--- config.mk ---
export PLATFORM = sky130hd
export DESIGN_NAME = if_stage
export DESIGN_NICKNAME = d
export VERILOG_FILES = /design/src/rtl/if_stage.sv
export SDC_FILE = /design/constraint.sdc
export NUM_CORES = 1
export LEC_CHECK = 0
export BUFFER_PORTS_ARGS = -buffer_cell sky130_fd_sc_hd__buf_2
export CORE_ASPECT_RATIO = 0.7
export CORE_MARGIN = 4
export CORE_UTILIZATION = 55
export CTS_BUF_LIST = sky130_fd_sc_hd__clkbuf_8
export CTS_CLUSTER_DIAMETER = 60
export DETAILED_ROUTE_END_ITERATION = 10
export GPL_TIMING_DRIVEN = 0
export PLACE_DENSITY = 0.85
export RECOVER_POWER = 100
export SYNTH_ARGS = -nofsm -noshare
export SYNTH_HDL_FRONTEND = slang
export SYNTH_SLANG_ARGS = --single-unit
--- constraint.sdc ---
create_clock -name clk -period 3.3 [get_ports clk]
set_input_delay 0 -clock clk [delete_from_list [all_inputs] [get_ports clk]]
set_output_delay 0 -clock clk [all_outputs]
set_load 0.01 [all_outputs]
--- src/rtl/if_stage.sv ---
// Instruction fetch stage: PC register, IF/ID pipeline register and RUN/HALT fetch FSM.
// Optional macro PERF_CNT_EN adds stall_cnt / flush_cnt event counters.
//
// state | meaning
// ------+-----------------------------------------------------------
// RUN   | fetching: PC advances by 4, IF/ID loads the fetched word
// HALT  | ecall seen: PC frozen on the ecall, IF/ID fed with bubbles
module if_stage (
  input  logic        clk,
  input  logic        rst,
  input  logic        stall,
  input  logic        flush,
  input  logic [31:0] branch_target,
  output logic [31:0] imem_addr,
  input  logic [31:0] imem_rdata,
  output logic [31:0] PC_out,
  output logic [31:0] instr_out,
  output logic        valid_out,
`ifdef PERF_CNT_EN
  output logic [31:0] stall_cnt,
  output logic [31:0] flush_cnt,
`endif
  output logic        halted
);

  localparam logic [31:0] INSTR_NOP   = 32'h0000_0013;
  localparam logic [31:0] INSTR_ECALL = 32'h0000_0073;

  typedef enum logic {RUN = 1'b0, HALT = 1'b1} state_t;

  state_t      state_q, state_d;
  logic [31:0] pc_q;
  logic        fetch_ecall;

  assign imem_addr   = pc_q;
  assign fetch_ecall = (imem_rdata == INSTR_ECALL);

  always_ff @(posedge clk or negedge rst) begin
    if (!rst) state_q <= RUN;
    else      state_q <= state_d;
  end

  always_comb begin
    state_d = state_q;
    if (flush)                                 state_d = RUN;
    else if (!stall && state_q == RUN && fetch_ecall) state_d = HALT;
  end

  always_comb begin
    halted = (state_q == HALT);
  end

  // Priority: flush > stall > HALT bubble > normal fetch
  always_ff @(posedge clk or negedge rst) begin
    if (!rst) begin
      pc_q      <= 32'h0;
      PC_out    <= 32'h0;
      instr_out <= INSTR_NOP;
      valid_out <= 1'b0;
    end else if (flush) begin
      pc_q      <= branch_target;
      PC_out    <= 32'h0;
      instr_out <= INSTR_NOP;
      valid_out <= 1'b0;
    end else if (!stall) begin
      if (state_q == HALT) begin
        PC_out    <= 32'h0;
        instr_out <= INSTR_NOP;
        valid_out <= 1'b0;
      end else begin
        PC_out    <= pc_q;
        instr_out <= imem_rdata;
        valid_out <= 1'b1;
        // ecall parks the PC on its own address
        if (!fetch_ecall) pc_q <= pc_q + 32'd4;
      end
    end
  end

`ifdef PERF_CNT_EN
  always_ff @(posedge clk or negedge rst) begin
    if (!rst) begin
      stall_cnt <= 32'h0;
      flush_cnt <= 32'h0;
    end else if (flush) begin
      flush_cnt <= flush_cnt + 32'd1;
    end else if (stall) begin
      stall_cnt <= stall_cnt + 32'd1;
    end
  end
`endif

endmodule

==> results of run 1 <==
==> per-layer routing <==
| layer | wire length, um | up-vias |
|---|---|---|
| met2 | 7247 | 278 |
| met1 | 6158 | 2251 |
| met5 | 0 | - |
| met3 | 1453 | 63 |
| met4 | 559 | 0 |
| li1 | - | 2007 |
==> logic make-up after synthesis <==
kind of cell             count (synthesis)  synth area share (%)
multiplexers                             3                0.7342
adder cells (fa/ha/maj)                  1                0.2824
XOR/XNOR                                22                 4.349
buffers and inverters                   34                 3.361
flip-flops                              98                 55.44
AND/OR/NAND/NOR                        120                 14.71
AO/OA/AOI/OAI                          122                 21.12
==> through the flow <==
step	setup slack, ns	hold WS [ns]	instance area [um^2]	utilization [%]
2_1_floorplan	1.399	-0.2956	4431	-
3_3_place_gp	1.102	0.2069	5378	68.61
3_5_place_dp	1.017	-0.04215	5408	69.00
4_1_cts	0.9880	0.09776	6255	79.81
5_1_grt	0.4757	0.2950	6106	77.91
6_report	0.6431	0.2602	6106	77.91
==> layout make-up <==
class	count	area [um^2]
repair buffers	231	1383
flip-flops and latches	98	2456
multi-input cells	268	1814
plain buffers	32	132.6
well taps	101	126.4
inverters	2	7.507
fillers	577	1732
clock inverters	7	62.56
clock buffers	9	123.9
==> registers in the layout, summed over array words and instances (netlist names) <==
register,count
PC_out,32
imem_addr,32
instr_out,32
halted,1
valid_out,1
==> layout by cell type (no fill, tap or decap), drive strengths merged <==
cell type / count
mux2: 2
xnor2: 22
and2: 5
or3: 1
buf: 67
nand2: 49
dfrtp: 95
mux2i: 1
nand4bb: 1
or2: 1
a22o: 58
nor4: 6
inv: 4
clkbuf: 139
nand3: 11
o22a: 3
ha: 1
clkinv: 4
and4: 8
or4: 4
a31oi: 1
nor3b: 2
a2111oi: 14
nor3: 3
a221o: 2
o211ai: 4
dfstp: 3
o31ai: 1
clkinvlp: 1
nor2: 9
a21oi: 12
and3: 5
nand4b: 3
dlygate4sd3: 66
nand4: 12
a41oi: 1
o21ai: 23
a211oi: 3
==> Yosys cell counts (2+ instances only) <==
cell type | number | share of area, %
a2111oi_0 | 13 | 2.6
a211oi_1 | 3 | 0.51
a21oi_1 | 10 | 1.1
a21oi_2 | 2 | 0.40
a221o_1 | 2 | 0.45
a22o_1 | 58 | 11
and2_0 | 2 | 0.28
and2_1 | 3 | 0.42
and3_1 | 5 | 0.71
and4_1 | 8 | 1.6
buf_1 | 2 | 0.17
buf_2 | 5 | 0.56
buf_4 | 2 | 0.34
clkbuf_1 | 22 | 1.9
dfrtp_1 | 95 | 54
dfstp_2 | 3 | 1.8
inv_1 | 2 | 0.17
mux2_2 | 2 | 0.51
nand2_1 | 49 | 4.2
nand3_1 | 11 | 1.2
nand4_1 | 11 | 1.6
nand4b_1 | 3 | 0.59
nor2_1 | 8 | 0.68
nor3_1 | 3 | 0.34
nor3b_1 | 2 | 0.34
nor4_1 | 5 | 0.71
o211ai_1 | 4 | 0.68
o21ai_0 | 22 | 2.5
o22a_1 | 3 | 0.59
or4_1 | 4 | 0.68
xnor2_1 | 22 | 4.3
==> worst min-delay path, delay by kind of cell <==
family                 cells  cell delay [ns]
AO/OA/AOI/OAI              1             0.14
AND/OR/NAND/NOR            1             0.14
buffers and inverters      2             0.32
==> where the power goes <==
part	switching, mW	internal [mW]	total, mW
combinational	0.255	0.209	0.464
sequential	0.103	1.29	1.39
clock	0.462	0.287	0.749
==> what timing repair did <==
action / 4_1_cts / 5_1_grt
hold buffers: 66 / 0
hold endpoints to repair: 160 / 0
buffers inserted: 0 / 0
==> path summary, 6_finish.rpt <==
path,startpoint,endpoint,slack [ns],cells after the start
min,flush,imem_addr[9],0.26,4
min reg2reg,PC_out[22],PC_out[22],0.51,1
max,imem_addr[4],imem_addr[20],0.64,7
max in group asynchronous,rst,instr_out[0],1.59,3
max reg2reg,imem_addr[4],imem_addr[20],0.64,7
min in group asynchronous,rst,PC_out[11],0.60,2
==> reports/metrics.cfg, run 1 <==
[worst_setup_path]
cp_max_fo=10
critPathMaxStageDelay_ns=0.70
setup.worst_path.start_class=register
endpoint_kind=register
cp_top_family=compound AO/OA/AOI/OAI gates
critPathKind=register to register
cpMaxStageDelayCell=a2111oi_0
worst_path_most_repeated_cell=clkbuf_1
crit_path_cell_trace=and4_1 -> clkbuf_1 -> clkbuf_1 -> nand4_1 -> a2111oi_0 -> xnor2_1 -> o21ai_0
crit_buf_inv=2
cp.arrival_ns=2.90
cp.required_ns=3.55

[synthesis]
yosysUniqueCellTypes=45
seq_area_frac_synth_pct=55.44
syn_avg_cell_area_um2=11.08
yosysWarnings=0
synth_nets=469
async_flop_share_pct=100.0
syn_area_um2=4430
ys.flop_type=dfrtp_1
syn_inst=400
synth_edf_count=0
yosys_register_bits=98

[job]
drv_cap=1

[floorplanning]
start_util_pct=56.53
fp.dieArea_um2=9578
die_h_um=83.09
fp.dieW_um=115.3
pin_count=166
core.rowCount=27
core_um2=7838

[sta]
fin_setup_tns_ns=0
max_slew_margin_pct=-14.13
hold_viol=0
setup_viol=0
min_period_ns=2.657
tightest_slew_ns=1.712
final_max_slew_viol_count=29
fmax_ghz=0.3764
worst_clock_skew_ns=0.01065
rsz0062_at_grt=no
finalCritPeriodShare_pct=80.51

[finish]
drive_gt1_share_pct=13.91
synthToLayoutAreaGrowth_pct=37.81
final_cells=748
nets=711
diodes=0

[clock_network]
ctsHtreeMaxLevel=3
post_cts_resize_count=0
clk_path_buf_depth=2
path_clk_slew_ns=0.10
cts_made_buffers=9
cts_tree=done
clk_latency_ns=0.38
cts-root-buf=clkbuf_8
clock-sinks=98

[power]
fin_total_pwr_mw=2.603
vdd_drop_max_mv=0.3057
power.density_nw_per_um2=426.4
p_leak_nw=2.618

[routing]
vias_per_cell=6.148
vias=4599
first_pass_iters=5
ant_nets=0
wl_per_cell_um=20.61
drt_iter0_markers=490
detail_route.drc_violations=0
finalWirelength_mm=15.42

[global_route]
use_met2_pct=50.58
grt_pass1_wl_mm=24.41
top_usage_layer=met2
grt_pass1_vias=4720
grt.met1_usage_pct=43.13
grtUsageTotal_pct=32.50
grtUsageMet3_pct=8.449
antenna_found_initial=0
grt_max_degree=71
gr-total-overflow=0

[place]
hpwl_mm=9.934
portBuffers=164
dp_cells=666
place.gp.congestion=0.9469

[outcome]
status=finished with violations
violations=max-capacitance violations, max-slew violations

[worst_hold_path]
hp-class=input port to register

Note: power is estimated with default switching activity, not from simulation.
==> run 2: changes to the inputs <==
Settings changed: ABC_AREA set to 1, CORE_UTILIZATION 55 to 53, PLACE_DENSITY 0.85 to 0.8.
Clock period 3.3 ns to 2.65 ns, I/O delays scaled along.
==> reports/metrics.cfg, run 2 <==
[outcome]
status=finished with violations
violations=max-capacitance violations, max-slew violations

[global_route]
grt_pass1_wl_mm=27.59  ; +13%
grtUsageMet3_pct=5.496  ; -3.0 points
grt.met1_usage_pct=40.55  ; -2.6 points
grtUsageTotal_pct=29.65  ; -2.8 points
antenna_found_initial=0  ; unchanged
grt_max_degree=72  ; +1.4%
grt_pass1_vias=5625  ; +19%
top_usage_layer=met2
use_met2_pct=47.79  ; -2.8 points
gr-total-overflow=0  ; unchanged

[clock_network]
post_cts_buffers=0  ; unchanged
clock-sinks=98  ; unchanged
cts_tree=done
clk_path_buf_depth=2  ; unchanged
path_clk_slew_ns=0.09  ; about the same
clk_latency_ns=0.37  ; about the same
cts-root-buf=clkbuf_8
ctsHtreeMaxLevel=3  ; unchanged
cts_made_buffers=9  ; unchanged

[synthesis]
synth_xor_area_share_pct=0.8485  ; -3.5 points
yosysMostFrequentCell=nand2_1
yosysWarnings=0  ; unchanged
synth.top_cell.area_share_pct=46.06  ; -7.6 points
synth_nets=753  ; +61%
ys_top_cells_by_area=dfrtp_1 46%, nand2_1 17%, nand3_1 6.0%
seq_area_frac_synth_pct=47.59  ; -7.8 points
synth_fa_ha_area_share_pct=0.2424  ; -0.040 points
syn_avg_cell_area_um2=7.546  ; -32%
yosys_register_bits=98  ; unchanged
async_flop_share_pct=100.0  ; unchanged
syn_area_um2=5161  ; +16%
synth_edf_count=0  ; unchanged
synth_common_cells=234 x nand2_1, 95 x dfrtp_1, 70 x inv_1
synth-compound-area-share_pct=10.33  ; -11 points
ys.flop_type=dfrtp_1
yosysUniqueCellTypes=29  ; -36%
synth_area_leader_cell=dfrtp_1
synth_top_family_by_area=simple AND/OR/NAND/NOR gates
syn_inst=684  ; +71%
synthSimpleGateAreaFrac_pct=32.22  ; +18 points
synth_mux_area_share_pct=0  ; -0.73 points

[sta]
setup_viol=0  ; unchanged
max_slew_margin_pct=-3.254  ; +11 points
fin_setup_tns_ns=0  ; unchanged
rsz0062_at_grt=no
hold_viol=0  ; unchanged
final_max_slew_viol_count=28  ; -3.4%
fmax_ghz=0.4717  ; +25%
tightest_slew_ns=1.549  ; -0.1631 ns
worst_clock_skew_ns=0.01395  ; +0.003300 ns
finalCritPeriodShare_pct=80.01  ; -0.51 points
min_period_ns=2.120  ; -0.5368 ns

[finish]
drive_gt1_share_pct=13.98  ; +0.068 points
synthToLayoutAreaGrowth_pct=32.17
final_cell_mix=235 x nand2_1, 108 x clkbuf_1, 95 x dfrtp_1
stdcell_area_um2=6822  ; +12%
mostFrequentLayoutCell=nand2_1
diodes=0  ; unchanged
nets=994  ; +40%

[place]
portBuffers=164  ; unchanged
place.gp.congestion=0.9458  ; -0.12%
hpwl_mm=12.07  ; +22%
dpl_cell_area_um2=6167  ; +14%

[routing]
wl_per_cell_um=15.87  ; -23%
vias_per_cell=5.233  ; -15%
first_pass_iters=5  ; unchanged
detail_route.drc_violations=0  ; unchanged
vias=5516  ; +20%
finalWirelength_mm=16.73  ; +8.5%
ant_nets=0  ; unchanged
drt_iter0_markers=427  ; -13%

[worst_setup_path]
cpMaxStageDelayCell=dfrtp_1
cp_max_fo=10  ; unchanged
setup.worst_path.start_class=register
cp.arrival_ns=2.42  ; -0.48 ns
worst_path_most_repeated_cell=nand2_1
cp.required_ns=2.95  ; -0.60 ns
crit_path_cell_trace=nor2_1 -> nand2_1 -> nand2_4 -> clkbuf_1 -> o21ai_0 -> nand2_1
critPathKind=register to register
endpoint_kind=register
worstRegToRegCells=6  ; -1
critPathMaxStageDelay_ns=0.42  ; -0.28 ns

[floorplanning]
start_util_pct=55.56  ; -0.97 points
pin_count=166  ; unchanged
die_h_um=90.57  ; +9.0%
core.rowCount=29  ; +7.4%
fp.dieArea_um2=11410  ; +19%
core_um2=9289  ; +19%
fp.dieW_um=125.9  ; +9.3%

[worst_hold_path]
hp-class=input port to register
whs_path_depth=4  ; unchanged

[power]
p_leak_nw=3.277  ; +25%
vdd_drop_max_mv=0.3899  ; +28%
power.density_nw_per_um2=499.4  ; +17%

[job]
drv_cap=1  ; unchanged

-- run 2: cell types whose count changed in the layout (fill, tap and decap cells not counted), moves of 10 or more --
cell,before,now
nand2_1,49,235
inv_1,2,72
a22o_1,58,2
nor2_1,9,62
o21ai_0,23,75
nand3_1,11,62
clkbuf_1,130,108
xnor2_1,22,1
a2111oi_0,14,0
a21oi_1,12,2
nand4_1,11,1
-- run 2: path summary, 6_finish.rpt --
kind | endpoint | slack (ns) | start
worst min-delay path | halted | 0.02 | stall
min in group asynchronous | PC_out[0] | 0.54 | rst
worst max-delay path | imem_addr[5] | 0.53 | halted
worst max register to register | imem_addr[5] | 0.53 | halted
max in group asynchronous | instr_out[1] | 1.05 | rst
worst min register to register | PC_out[19] | 0.50 | PC_out[19]
-- run 2: timing repair --
action	CTS	global route
resized for setup	0	0
hold buffers	65	0
endpoints found under the hold margin	159	0
-- run 2: kinds of logic (layout without fill, tap and decap cells) --
family / count (synthesis) / count (layout)
and+or+nand+nor: 388 / 388
buffers and inverters: 100 / 346
DFF: 98 / 98
AOI/OAI and AO/OA: 92 / 92
xor gates and xnor gates: 5 / 5
adders and majority gates: 1 / 1
-- run 2: power by group --
group / internal, mW / switching [mW] / total [mW]
clock network: 0.377 / 0.558 / 0.936
registers: 1.62 / 0.133 / 1.75
logic: 0.282 / 0.441 / 0.722
-- run 2: metrics by stage --
| stage | std cells | total power [mW] | util, % | hold WS, ns | setup WS, ns |
|---|---|---|---|---|---|
| floorplan | 684 | 2.124 | - | -0.2956 | 1.128 |
| CTS | 1054 | 3.453 | 75.40 | 0.009134 | 0.9094 |
| finish | 1054 | 3.406 | 73.44 | 0.02066 | 0.5298 |
| global route | 1054 | 3.585 | 73.44 | 0.03220 | 0.3628 |
| detailed placement | 973 | 2.459 | 66.39 | -0.05885 | 0.9138 |
| global placement | 972 | 2.432 | 66.07 | 0.2085 | 0.5847 |
-- run 2: area by class of cell --
class / count / area, um^2
plain buffers: 22 / 145.1
clock buffers: 10 / 137.6
clock inverters: 6 / 48.80
fillers: 802 / 2467
inverters: 78 / 292.8
multi-input cells: 486 / 2208
flip-flops and latches: 98 / 2456
well taps: 124 / 155.1
repair buffers: 230 / 1378
-- run 2: critical path: cells and delay by family, from the launching register on --
family	cells	cell delay [ns]
and+or+nand+nor	4	1.01
DFF	1	0.42
AOI/OAI and AO/OA	1	0.20
buffers and inverters	1	0.41
-- run 2: layer usage --
metal  vias to the layer above  routed length, um
li1                       2633                  -
met4                         0                498
met3                        45               1332
met5                         -                  0
met2                       281               7600
met1                      2557               7299
